**config.mk**
```make
export PLATFORM = sky130hd
export DESIGN_NAME = vc_trace_line_sched
export DESIGN_NICKNAME = d
export VERILOG_FILES = /design/src/rtl/vc_trace_line_sched.sv
export SDC_FILE = /design/constraint.sdc
export NUM_CORES = 1
export LEC_CHECK = 0
export CORE_MARGIN = 2
export CORE_UTILIZATION = 44
export CTS_CLUSTER_SIZE = 12
export DETAILED_ROUTE_END_ITERATION = 6
export MAX_ROUTING_LAYER = met4
export PLACE_DENSITY = 0.7
export SLEW_MARGIN = 20
export SYNTH_ARGS = -nofsm -noshare
export SYNTH_HDL_FRONTEND = slang
export SYNTH_SLANG_ARGS = --single-unit
```
**constraint.sdc**
```tcl
create_clock -name clk -period 4.5 [get_ports clk]
set_input_delay 0.45 -clock clk [delete_from_list [all_inputs] [get_ports clk]]
set_output_delay 0.45 -clock clk [all_outputs]
set_load 0.01 [all_outputs]
```
**src/rtl/vc_trace_line_sched.sv**
```systemverilog
// Line-trace scheduler: gathers fragments from NREQ sources in index order into one
// line buffer (SEP between fragments), then streams the line out terminated by '\n'.
module vc_trace_line_sched #(
  parameter int          NREQ   = 4,
  parameter int          NCHARS = 64,
  parameter logic [7:0]  SEP    = 8'h7C
) (
  input  logic              clk,
  input  logic              reset,
  input  logic              line_start,
  input  logic [NREQ-1:0]   req_en,
  input  logic [NREQ-1:0]   req_val,
  output logic [NREQ-1:0]   req_rdy,
  input  logic [NREQ*8-1:0] req_char,
  input  logic [NREQ-1:0]   req_last,
  output logic              out_val,
  input  logic              out_rdy,
  output logic [7:0]        out_char,
  output logic              out_eol,
  output logic              busy,
  output logic              overflow,
  output logic [15:0]       line_cnt
);

  localparam int AW = $clog2(NCHARS);
  localparam int PW = AW + 1;
  localparam int GW = $clog2(NREQ + 1);

  typedef enum logic [2:0] {IDLE, SCAN, COLLECT, SEP_INS, DRAIN, EOL} state_t;

  state_t          state_q, state_d;
  logic [GW-1:0]   grant_q, grant_d;
  logic [NREQ-1:0] mask_q, mask_d;
  logic [PW-1:0]   wr_ptr_q, wr_ptr_d;
  logic [PW-1:0]   rd_ptr_q, rd_ptr_d;
  logic            overflow_q, overflow_d;
  logic [15:0]     line_cnt_q, line_cnt_d;
  logic [NREQ-1:0] req_rdy_q, req_rdy_d;
  logic            out_val_q, out_val_d;
  logic [7:0]      out_char_q, out_char_d;
  logic            out_eol_q, out_eol_d;
  logic            busy_q, busy_d;

  logic [7:0]      line_mem [NCHARS];
  logic            wr_en;
  logic [7:0]      wr_data;
  logic [7:0]      rd_char;

  logic            cur_en, cur_last, more_en, hs_in, buf_full;
  logic [7:0]      cur_char;
  logic [NREQ-1:0] grant_sel;

  // Select the currently granted requester and look ahead for later enabled ones.
  always_comb begin
    cur_en   = 1'b0;
    cur_last = 1'b0;
    cur_char = 8'h00;
    more_en  = 1'b0;
    for (int i = 0; i < NREQ; i++) begin
      if (grant_q == GW'(i)) begin
        cur_en   = mask_q[i];
        cur_last = req_last[i];
        cur_char = req_char[8*i +: 8];
      end
      if ((GW'(i) > grant_q) && mask_q[i]) more_en = 1'b1;
    end
  end

  generate
    for (genvar gi = 0; gi < NREQ; gi++) begin : g_sel
      assign grant_sel[gi] = (grant_d == GW'(gi));
    end
  endgenerate

  assign hs_in    = (state_q == COLLECT) && |(req_val & req_rdy_q);
  assign buf_full = (wr_ptr_q == PW'(NCHARS));
  assign rd_char  = line_mem[rd_ptr_q[AW-1:0]];

  always_comb begin
    state_d    = state_q;
    grant_d    = grant_q;
    mask_d     = mask_q;
    wr_ptr_d   = wr_ptr_q;
    rd_ptr_d   = rd_ptr_q;
    overflow_d = overflow_q;
    line_cnt_d = line_cnt_q;
    out_val_d  = out_val_q;
    out_char_d = out_char_q;
    out_eol_d  = out_eol_q;
    wr_en      = 1'b0;
    wr_data    = cur_char;
    case (state_q)
      IDLE: begin
        if (line_start) begin
          mask_d     = req_en;
          wr_ptr_d   = '0;
          rd_ptr_d   = '0;
          overflow_d = 1'b0;
          grant_d    = '0;
          state_d    = SCAN;
        end
      end
      SCAN: begin
        if (grant_q == GW'(NREQ)) state_d = DRAIN;
        else if (cur_en)          state_d = COLLECT;
        else                      grant_d = grant_q + GW'(1);
      end
      COLLECT: begin
        if (hs_in) begin
          if (!buf_full) begin
            wr_en    = 1'b1;
            wr_data  = cur_char;
            wr_ptr_d = wr_ptr_q + PW'(1);
          end else begin
            overflow_d = 1'b1;
          end
          if (cur_last) begin
            grant_d = grant_q + GW'(1);
            state_d = more_en ? SEP_INS : DRAIN;
          end
        end
      end
      SEP_INS: begin
        if (!buf_full) begin
          wr_en    = 1'b1;
          wr_data  = SEP;
          wr_ptr_d = wr_ptr_q + PW'(1);
        end else begin
          overflow_d = 1'b1;
        end
        state_d = SCAN;
      end
      DRAIN: begin
        // Output register reloads only when empty or being consumed, so it holds under stall.
        if (!out_val_q || out_rdy) begin
          if (rd_ptr_q < wr_ptr_q) begin
            out_char_d = rd_char;
            out_val_d  = 1'b1;
            rd_ptr_d   = rd_ptr_q + PW'(1);
          end else begin
            out_char_d = 8'h0A;
            out_val_d  = 1'b1;
            out_eol_d  = 1'b1;
            state_d    = EOL;
          end
        end
      end
      EOL: begin
        if (out_rdy) begin
          out_val_d  = 1'b0;
          out_eol_d  = 1'b0;
          out_char_d = 8'h00;
          line_cnt_d = line_cnt_q + 16'd1;
          rd_ptr_d   = '0;
          state_d    = IDLE;
        end
      end
      default: state_d = IDLE;
    endcase
    busy_d    = (state_d != IDLE);
    req_rdy_d = (state_d == COLLECT) ? grant_sel : '0;
  end

  always_ff @(posedge clk or negedge reset) begin
    if (!reset) begin
      state_q    <= IDLE;
      grant_q    <= '0;
      mask_q     <= '0;
      wr_ptr_q   <= '0;
      rd_ptr_q   <= '0;
      overflow_q <= 1'b0;
      line_cnt_q <= 16'd0;
      req_rdy_q  <= '0;
      out_val_q  <= 1'b0;
      out_char_q <= 8'h00;
      out_eol_q  <= 1'b0;
      busy_q     <= 1'b0;
    end else begin
      state_q    <= state_d;
      grant_q    <= grant_d;
      mask_q     <= mask_d;
      wr_ptr_q   <= wr_ptr_d;
      rd_ptr_q   <= rd_ptr_d;
      overflow_q <= overflow_d;
      line_cnt_q <= line_cnt_d;
      req_rdy_q  <= req_rdy_d;
      out_val_q  <= out_val_d;
      out_char_q <= out_char_d;
      out_eol_q  <= out_eol_d;
      busy_q     <= busy_d;
    end
  end

  always_ff @(posedge clk) begin
    if (wr_en) line_mem[wr_ptr_q[AW-1:0]] <= wr_data;
  end

  assign req_rdy  = req_rdy_q;
  assign out_val  = out_val_q;
  assign out_char = out_char_q;
  assign out_eol  = out_eol_q;
  assign busy     = busy_q;
  assign overflow = overflow_q;
  assign line_cnt = line_cnt_q;

endmodule

```
* Word-level counts from Yosys, hierarchy flattened *
Memory sizes are Yosys's and may differ from the RTL's.
Index checks and enable logic that the tools add are counted.

word-level totals
  flip-flop bits (word level) = 56
  bits in latches = 0
  memory bits (writable) = 512
  ROM bits = 0
  input port bits = 48
  output and inout port bits = 32
  word-level logic and storage cells = 126
  memories = 1

memories
  memory    depth  bits a word  rd ports  clocked after memory_dff  wr ports  RTL line  text
  line_mem  64     8            1         0                         1         44        logic [7:0] line_mem [NCHARS];

operators by class
  add/subtract/negate cells = 4
  $mul = 0
  divide/modulo/power cells = 0
  order comparisons = 5
  equal/unequal tests = 20
  shift-type cells = 0
  muxes and demuxes = 62
  bitwise logic cells = 1
  reductions and logical operators = 21

operators by type and width
  kind                   count
  $mux 8                 9
  $mux 3                 14
  $mux 7                 6
  $pmux 7 s3             2
  $mux 1                 23
  $eq 3x2->1 const B     7
  $pmux 3 s6             1
  $add 16x1->16 const B  1
  $pmux 8 s2             1
  $add 7x1->7 const B    2
  $ne 2x2->1 const B     6
  $eq 3x1->1 const B     3
  $eq 3x3->1 const B     3
  $logic_not 3->1        3
  $pmux 3 s3             1
  $reduce_bool 3->1      3
  $eq 7x7->1 const B     1
  $lt 7x7->1             1
  $gt 1x3->1 const A     2
  $gt 2x3->1 const A     2
  $pmux 1 s2             3
  $reduce_and 3->1       2
  $logic_and 1x1->1      5
  $reduce_and 5->1       1
  10 further kinds       11

* Longest topological paths before layout *
Gate-level depths: netlist of run 1.

  depth in word-level cells = 12
  depth in mapped cells = 10
  gate-level depth less buffers = 9

* Worst setup path after synthesis of run 1 *
No wires, ideal clock.

  path type = register -> register
  start = register grant_q[1]
  end = memory line_mem[0][0], data pin
  arrival = 3.133 ns
  required time = 4.001 ns
  path slack = 0.868 ns
  stages on the path, launching flop included = 10
  buffers on the path = 2
  cells stage by stage = dfrtp_1 -> buf_6 -> inv_1 -> ha_1 -> nor2b_1 -> buf_1 -> nand3_1 -> a311oi_1 -> a21oi_1 -> nor2_1

between the ends
  longest elaborated chain between the ends = 7
  elaborated cells on any way between the ends = 10
  those cells by class = eq/ne (3); mux (6); reduce/logical (1)

ends and longest elaborated chain
  item                      RTL line  text
  start: declaration        32        logic [GW-1:0] grant_q, grant_d;
  start signal: assignment  180       grant_q <= grant_d;
  $logic_not 3->1           60        if (grant_q == GW'(i)) begin
  $mux 8 (3 in series)      60
  $mux 8 (*)                60
  $mux 8                    124       if (!buf_full) begin
  $mux 8 (*)                --
  named net wr_data[0]      46        logic [7:0] wr_data;
  end: declaration          44

Mark *: on every way through the listed nets, which the timed path passes. The rest lies on a longest branch.

* Final worst setup path of run 1 *
  start = register wr_ptr_q[0]
  end = memory line_mem[50][7] (enable)

between the ends
  longest elaborated chain between the ends = 6

ends and longest elaborated chain
  item                          RTL line  text
  start: declaration            34        logic [PW-1:0] wr_ptr_q, wr_ptr_d;
  start signal: assignment      182       wr_ptr_q <= wr_ptr_d;
  $eq 7x7->1                    76        assign buf_full = (wr_ptr_q == PW'(NCHARS));
  $mux 1                        110, 124
  $mux 1                        109       if (hs_in) begin
  $pmux 1 s2                    92        case (state_q)
  $mux 1                        195       if (wr_en) line_mem[wr_ptr_q[AW-1:0]] <= wr_data;
  $mux 1 (not written as such)  195

Several ways; a longest one is shown, not always the timed one.

==> impl_metrics.toml, run 1 <==
[grt]
first_global_vias = 12730
global_route.overflow_total = 0
grt_max_degree = 65
grt_use_total_pct = 21.52
antenna_found_initial = 0
grt_pass1_wl_um = 83250

[sta]
final_min_period_over_clock_period_pct = 75.45
fin_ws_ns = 1.105
period_needed_ns = 3.395
setup-violations-final = 0
timing.slew.headroom_pct = 30.11
rsz0062_at_grt = "false"
timing.fmax_mhz = 294.5
final-max-slew-violation-count = 0
fin_hold_ws_ns = -0.003596
timing_worst_slew_pin_value_ns = 1.043
number_of_hold_violations_in_the_final_report = 6
clock-skew-final_ns = 0.03770
final_tns_setup_ns = 0

[setup_path]
critical_path.max_stage_delay_ns = 0.78
worst_setup_path_start_kind = "register"
timing.critical_path.required_ns = 4.74
worst_path_cell_trace = "inv_1 -> ha_1 -> and3b_1 -> a21oi_1 -> nand2b_1 -> nor2_1 -> nand2_1 -> nor2_1"
setup.reg_to_reg.worst_slack_ns = 1.10
critical_path.startpoint = "wr_ptr_q[0]"
slowest_stage = "sky130_fd_sc_hd__nor2_1"
r2r_start = "wr_ptr_q[0]"
cell_family_with_most_cp_delay = "simple AND/OR/NAND/NOR gates"
critical_path_arrival_ns = 3.64
setup.worst_path.class = "reg2reg"
timing.critical_path.mode_cell = "sky130_fd_sc_hd__nor2_1"
setup.worst_path.end_class = "register"
cp_num_buf_inv = 1
maximum_fanout_count_along_the_critical_path = 8

[route]
route.final.wire_length_um = 56250
met1Wirelength_um = 23050
highest_layer = "met4"
drt_first_pass_iters = 6
post_drt_via_cell_ratio = 5.963
drt-initial-drc-count = 1660
drcViolationCount = 0
routed-wl-met2_um = 25970
routed-via-count = 12740
antenna_left = 0
avgRoutedWirePerCell_um = 26.33
met3_length_um = 5490

[logic_synthesis]
ys_seq_elements = 568
synth-edff-count = 512
synth.most_common_cell = "sky130_fd_sc_hd__edfxtp_1"
synth_cells = 1292
synth_top_cells_by_area = "sky130_fd_sc_hd__edfxtp_1 (66%), sky130_fd_sc_hd__mux4_2 (12%), sky130_fd_sc_hd__dfrtp_1 (6.0%)"
synth.cell_area_mm2 = 0.02319
postSynthNetCount = 1353
synth_top_cells_by_count = "sky130_fd_sc_hd__edfxtp_1 (512), sky130_fd_sc_hd__mux4_2 (124), sky130_fd_sc_hd__nor2_1 (119), sky130_fd_sc_hd__nand2_1 (60), sky130_fd_sc_hd__dfrtp_1 (56)"
synth-seq-area-share_pct = 72.33
synth_largest_type_area_fraction_pct = 66.29
synth_top_cell_by_area = "sky130_fd_sc_hd__edfxtp_1"
async_flop_share_pct = 9.859
avgSynthCellArea_um2 = 17.95
synth_top_flop_cell = "sky130_fd_sc_hd__edfxtp_1"
synth_warnings = 0
ys_types = 67

[floorplanning]
design.portCount = 80
die_h_um = 233.6
placement_rows = 84
area_of_the_die_mm2 = 0.05456
die_x_um = 233.6
core_area_mm2 = 0.05234
effective_utilization_at_floorplan_pct = 44.31

[placed_design]
pre_cts_slack_ns = 0.9748
place_hpwl_um = 34860
number_of_buffers_added_on_ports = 79
finalWeightedCongestion = 0.9382

[status]
run_status = "finished with violations"
violations = "negative hold slack"

[finish]
fillers = 4157
antenna_cells_inserted = 0
nets = 1465
final_layout_size_suffix_gt1_share_pct = 17.47
area.growth.synth_to_final_pct = 14.96

[clocking]
worst_setup_hold_path_clk_slew_ns = 0.06
ctsLongestPathBuffers = 3
holdBufCountCts = 0
post_cts_resized = 0
inserted_clock_buffers = 57
cts_tree = "built"
htreeDepth = 2
clk_latency_ns = 0.63
postCtsSetupRepairBufs = 0
cts_root_buf = "sky130_fd_sc_hd__clkbuf_16"
cts.sinks = 568

[pwr]
irDropWorstVdd_mv = 0.5727
p_leak_uw = 0.008535
power.density_mw_per_mm2 = 568.2

[flow_run]
max_cap_violations = 0

[min_path]
min-delay-path-class = "in2async"
## stage by stage
stage / total power, uW / area (um^2) / std cells / util, % / hold slack, ns
2_1_floorplan: 9167 / 23190 / 1292 / - / 0.1544
3_3_place_gp: 10610 / 24880 / 2033 / 47.54 / 0.4620
3_5_place_dp: 10690 / 24880 / 2033 / 47.54 / 0.4800
4_1_cts: 15200 / 26660 / 2136 / 50.94 / 0.007135
5_1_grt: 15660 / 26660 / 2136 / 50.94 / 0.05676
6_report: 15150 / 26660 / 2136 / 50.94 / -0.003596
## worst register-to-register path: stages (launching register included)
cell and delay [ns]:
sky130_fd_sc_hd__dfrtp_1 0.44, sky130_fd_sc_hd__inv_1 0.10, sky130_fd_sc_hd__ha_1 0.20, sky130_fd_sc_hd__and3b_1 0.17, sky130_fd_sc_hd__a21oi_1 0.32, sky130_fd_sc_hd__nand2b_1 0.22
sky130_fd_sc_hd__nor2_1 0.25, sky130_fd_sc_hd__nand2_1 0.52, sky130_fd_sc_hd__nor2_1 0.79
## registers in the layout, summed over array words and instances, names as in the netlist
register	cells
busy	1
grant_q	3
line_cnt	16
line_mem	512
mask_q	4
out_char	8
out_eol	1
out_val	1
overflow	1
rd_ptr_q	7
req_rdy	4
state_q	3
wr_ptr_q	7
## cell families after synthesis
kind of cell | synth area share (%)
flip-flops | 72.33
AND/OR/NAND/NOR | 6.058
multiplexers | 14.28
AO/OA/AOI/OAI | 3.987
buffers and inverters | 1.737
XOR/XNOR | 0.9063
adder cells (fa/ha/maj) | 0.7013
## final timing paths
| path | end | cells past startpoint |
|---|---|---|
| setup / recovery | line_mem[50][7] | 8 |
| min in group clk | mask_q[2] | 3 |
| hold / removal | mask_q[2] | 2 |
| setup reg to reg | line_mem[50][7] | 8 |
| hold reg to reg | line_cnt[15] | 1 |
| max in group asynchronous | rd_ptr_q[0] | 2 |
## layout by cell type, fill, tap and decap left out, types with 32 or more instances in the layout
cell                              synthesis  final
sky130_fd_sc_hd__mux4_2                 124    124
sky130_fd_sc_hd__clkbuf_16                0     58
sky130_fd_sc_hd__mux2i_1                 35     35
sky130_fd_sc_hd__clkdlybuf4s50_1          0     78
sky130_fd_sc_hd__nand2_1                 60     55
sky130_fd_sc_hd__buf_4                    6     32
sky130_fd_sc_hd__dfrtp_1                 56     53
sky130_fd_sc_hd__nand3_1                 39     39
sky130_fd_sc_hd__edfxtp_1               512    512
sky130_fd_sc_hd__nor2_1                 119    116
## layer usage
layer | track usage, % | vias up
li1 | - | 5409
met2 | 32.46 | 670
met4 | 7.397 | 0
met3 | 4.431 | 101
met5 | - | -
met1 | 29.32 | 6558
## power by group
group | switching [uW] | leakage, uW | internal, uW
combinational | 2380 | 0.00229 | 790
clock | 1920 | 0.000857 | 2670
sequential | 168 | 0.00539 | 7220
## cell type report
type,count,area (um^2),share of cell area [%]
tap,688,860.8,3.229
clock buffer,90,1612,6.044
clock inverter,13,168.9,0.6335
inverter,23,86.33,0.3238
multi-input combinational,640,6065,22.75
timing repair buffer,114,1086,4.073
sequential,568,16780,62.95
No activity file was read; power rests on OpenSTA's default activity.
==> inputs of run 2 (changes only) <==
- clock period: 4.5 -> 3.4 ns (I/O delays scaled with it)
==> impl_metrics.toml, run 2 (synthesis results as in run 1) <==
[status]
run_status = "completed"

[route]
drt_first_pass_iters = 5
antenna_left = 0
routed-via-count = 12720
avgRoutedWirePerCell_um = 24.78
post_drt_via_cell_ratio = 5.818
route.final.wire_length_um = 54180
met3_length_um = 5109
met1Wirelength_um = 22670
routed-wl-met2_um = 24920
highest_layer = "met4"
drt-initial-drc-count = 1518
drcViolationCount = 0

[setup_path]
timing.critical_path.required_ns = 3.65
worst_setup_path_start_kind = "register"
setup.worst_path.class = "reg2reg"
setup.reg_to_reg.worst_slack_ns = 0.35
maximum_fanout_count_along_the_critical_path = 8
setup.worst_path.end_class = "register"
critical_path_arrival_ns = 3.30
r2r_start = "wr_ptr_q[0]"
worst-r2r-cell-count = 9
critical_path.startpoint = "wr_ptr_q[0]"

[sta]
number_of_hold_violations_in_the_final_report = 0
timing.slew.headroom_pct = 36.89
rsz0062_at_grt = "false"
period_needed_ns = 3.053
setup-violations-final = 0
timing_worst_slew_pin_value_ns = 0.9404
final-max-slew-violation-count = 0
fin_ws_ns = 0.3472
clock-skew-final_ns = 0.02441
timing.fmax_mhz = 327.6
final_min_period_over_clock_period_pct = 89.79
final_tns_setup_ns = 0

[finish]
final_common_cell = "sky130_fd_sc_hd__edfxtp_1"
final_layout_size_suffix_gt1_share_pct = 20.36
layout.cells.most_common_list = "sky130_fd_sc_hd__edfxtp_1 (512), sky130_fd_sc_hd__mux4_2 (124), sky130_fd_sc_hd__nor2_1 (116)"
post_layout_nonfiller_instances = 2187
largest_register_ff_count = 512
nets = 1521
area.growth.synth_to_final_pct = 16.76

[floorplanning]
core_area_mm2 = 0.05234
effective_utilization_at_floorplan_pct = 44.31
die_x_um = 233.6
die_h_um = 233.6
design.portCount = 80
placement_rows = 84
area_of_the_die_mm2 = 0.05456

[pwr]
combPwrFrac_pct = 22.4
p_leak_uw = 0.008794
pwr-share-clk_pct = 28.6
irDropWorstVdd_mv = 0.8304
swShare_pct = 29.42
total_switching_power_uw = 5823
sequentialPowerShare_pct = 49.0
power.density_mw_per_mm2 = 730.8
cell_internal_power_dissipation_uw = 13970

[clocking]
cts_root_buf = "sky130_fd_sc_hd__clkbuf_16"
clk_latency_ns = 0.63
inserted_clock_buffers = 56
htreeDepth = 2
cts_tree = "built"
post_cts_resized = 0
worst_setup_hold_path_clk_slew_ns = 0.06
ctsLongestPathBuffers = 3
cts.sinks = 568

[placed_design]
place.detailed.instances = 2089
pre_cts_slack_ns = 0.2871
finalWeightedCongestion = 0.8860
place_hpwl_um = 34190
number_of_buffers_added_on_ports = 79

[min_path]
min-delay-path-class = "in2async"

[flow_run]
max_cap_violations = 0

[grt]
antenna_found_initial = 1
grt_pass1_wl_um = 80700
grt_use_total_pct = 20.79
global_route.overflow_total = 0
grt_max_degree = 65
first_global_vias = 12670
run 2: final timing paths:
kind	end
setup / recovery	line_mem[56][1]
hold / removal	mask_q[1]
setup reg to reg	line_mem[56][1]
hold reg to reg	line_cnt[15]
max in group asynchronous	rd_ptr_q[1]
min in group clk	mask_q[2]
run 2: stage by stage:
stage	power (uW)	hold slack, ns	instance area (um^2)	utilization (%)
2_1_floorplan	12120	0.04441	23200	-
3_5_place_dp	14340	0.3655	25430	48.58
4_1_cts	19960	0.2586	27080	51.73
3_3_place_gp	14160	0.3628	25430	48.58
5_1_grt	20580	0.3116	27080	51.74
6_report	19790	0.2576	27080	51.74
run 2: power by group through the flow:
| stage | sequential (uW) | combinational [uW] | clock (uW) |
|---|---|---|---|
| floorplan | 9850 | 2270 | 0 |
| global placement | 9840 | 4330 | 0 |
| detailed placement | 9850 | 4490 | 0 |
| CTS | 9700 | 4490 | 5770 |
| global route | 9720 | 4820 | 6040 |
| finish | 9700 | 4440 | 5650 |
run 2: cell type report:
type | count | area [um^2]
fill | 4117 | 25260
antenna | 1 | 2.502
tap | 688 | 860.8
multi-input combinational | 640 | 6050
timing repair buffer | 171 | 1654
sequential | 568 | 16780
clock inverter | 12 | 93.84
clock buffer | 84 | 1548
inverter | 23 | 86.33
run 2: repair_timing:
item                                   CTS  global route
setup buffers                            0             0
hold buffers                             1             0
endpoints found under the hold margin   24             0
run 2: worst max-delay path, stage by stage, from the launching register on:
cell	delay, ns
sky130_fd_sc_hd__dfrtp_1	0.48
sky130_fd_sc_hd__inv_1	0.12
sky130_fd_sc_hd__ha_1	0.22
sky130_fd_sc_hd__and3b_1	0.18
sky130_fd_sc_hd__a21oi_1	0.20
sky130_fd_sc_hd__nand2b_1	0.17
sky130_fd_sc_hd__nor2_1	0.29
sky130_fd_sc_hd__nand2_1	0.17
sky130_fd_sc_hd__buf_4	0.19
sky130_fd_sc_hd__nor2_1	0.67
run 2: per-layer routing:
layer / GRT usage, % / vias up
li1: - / 5507
met1: 28.69 / 6530
met2: 30.78 / 585
met3: 5.078 / 101
met4: 6.270 / 0
met5: - / -
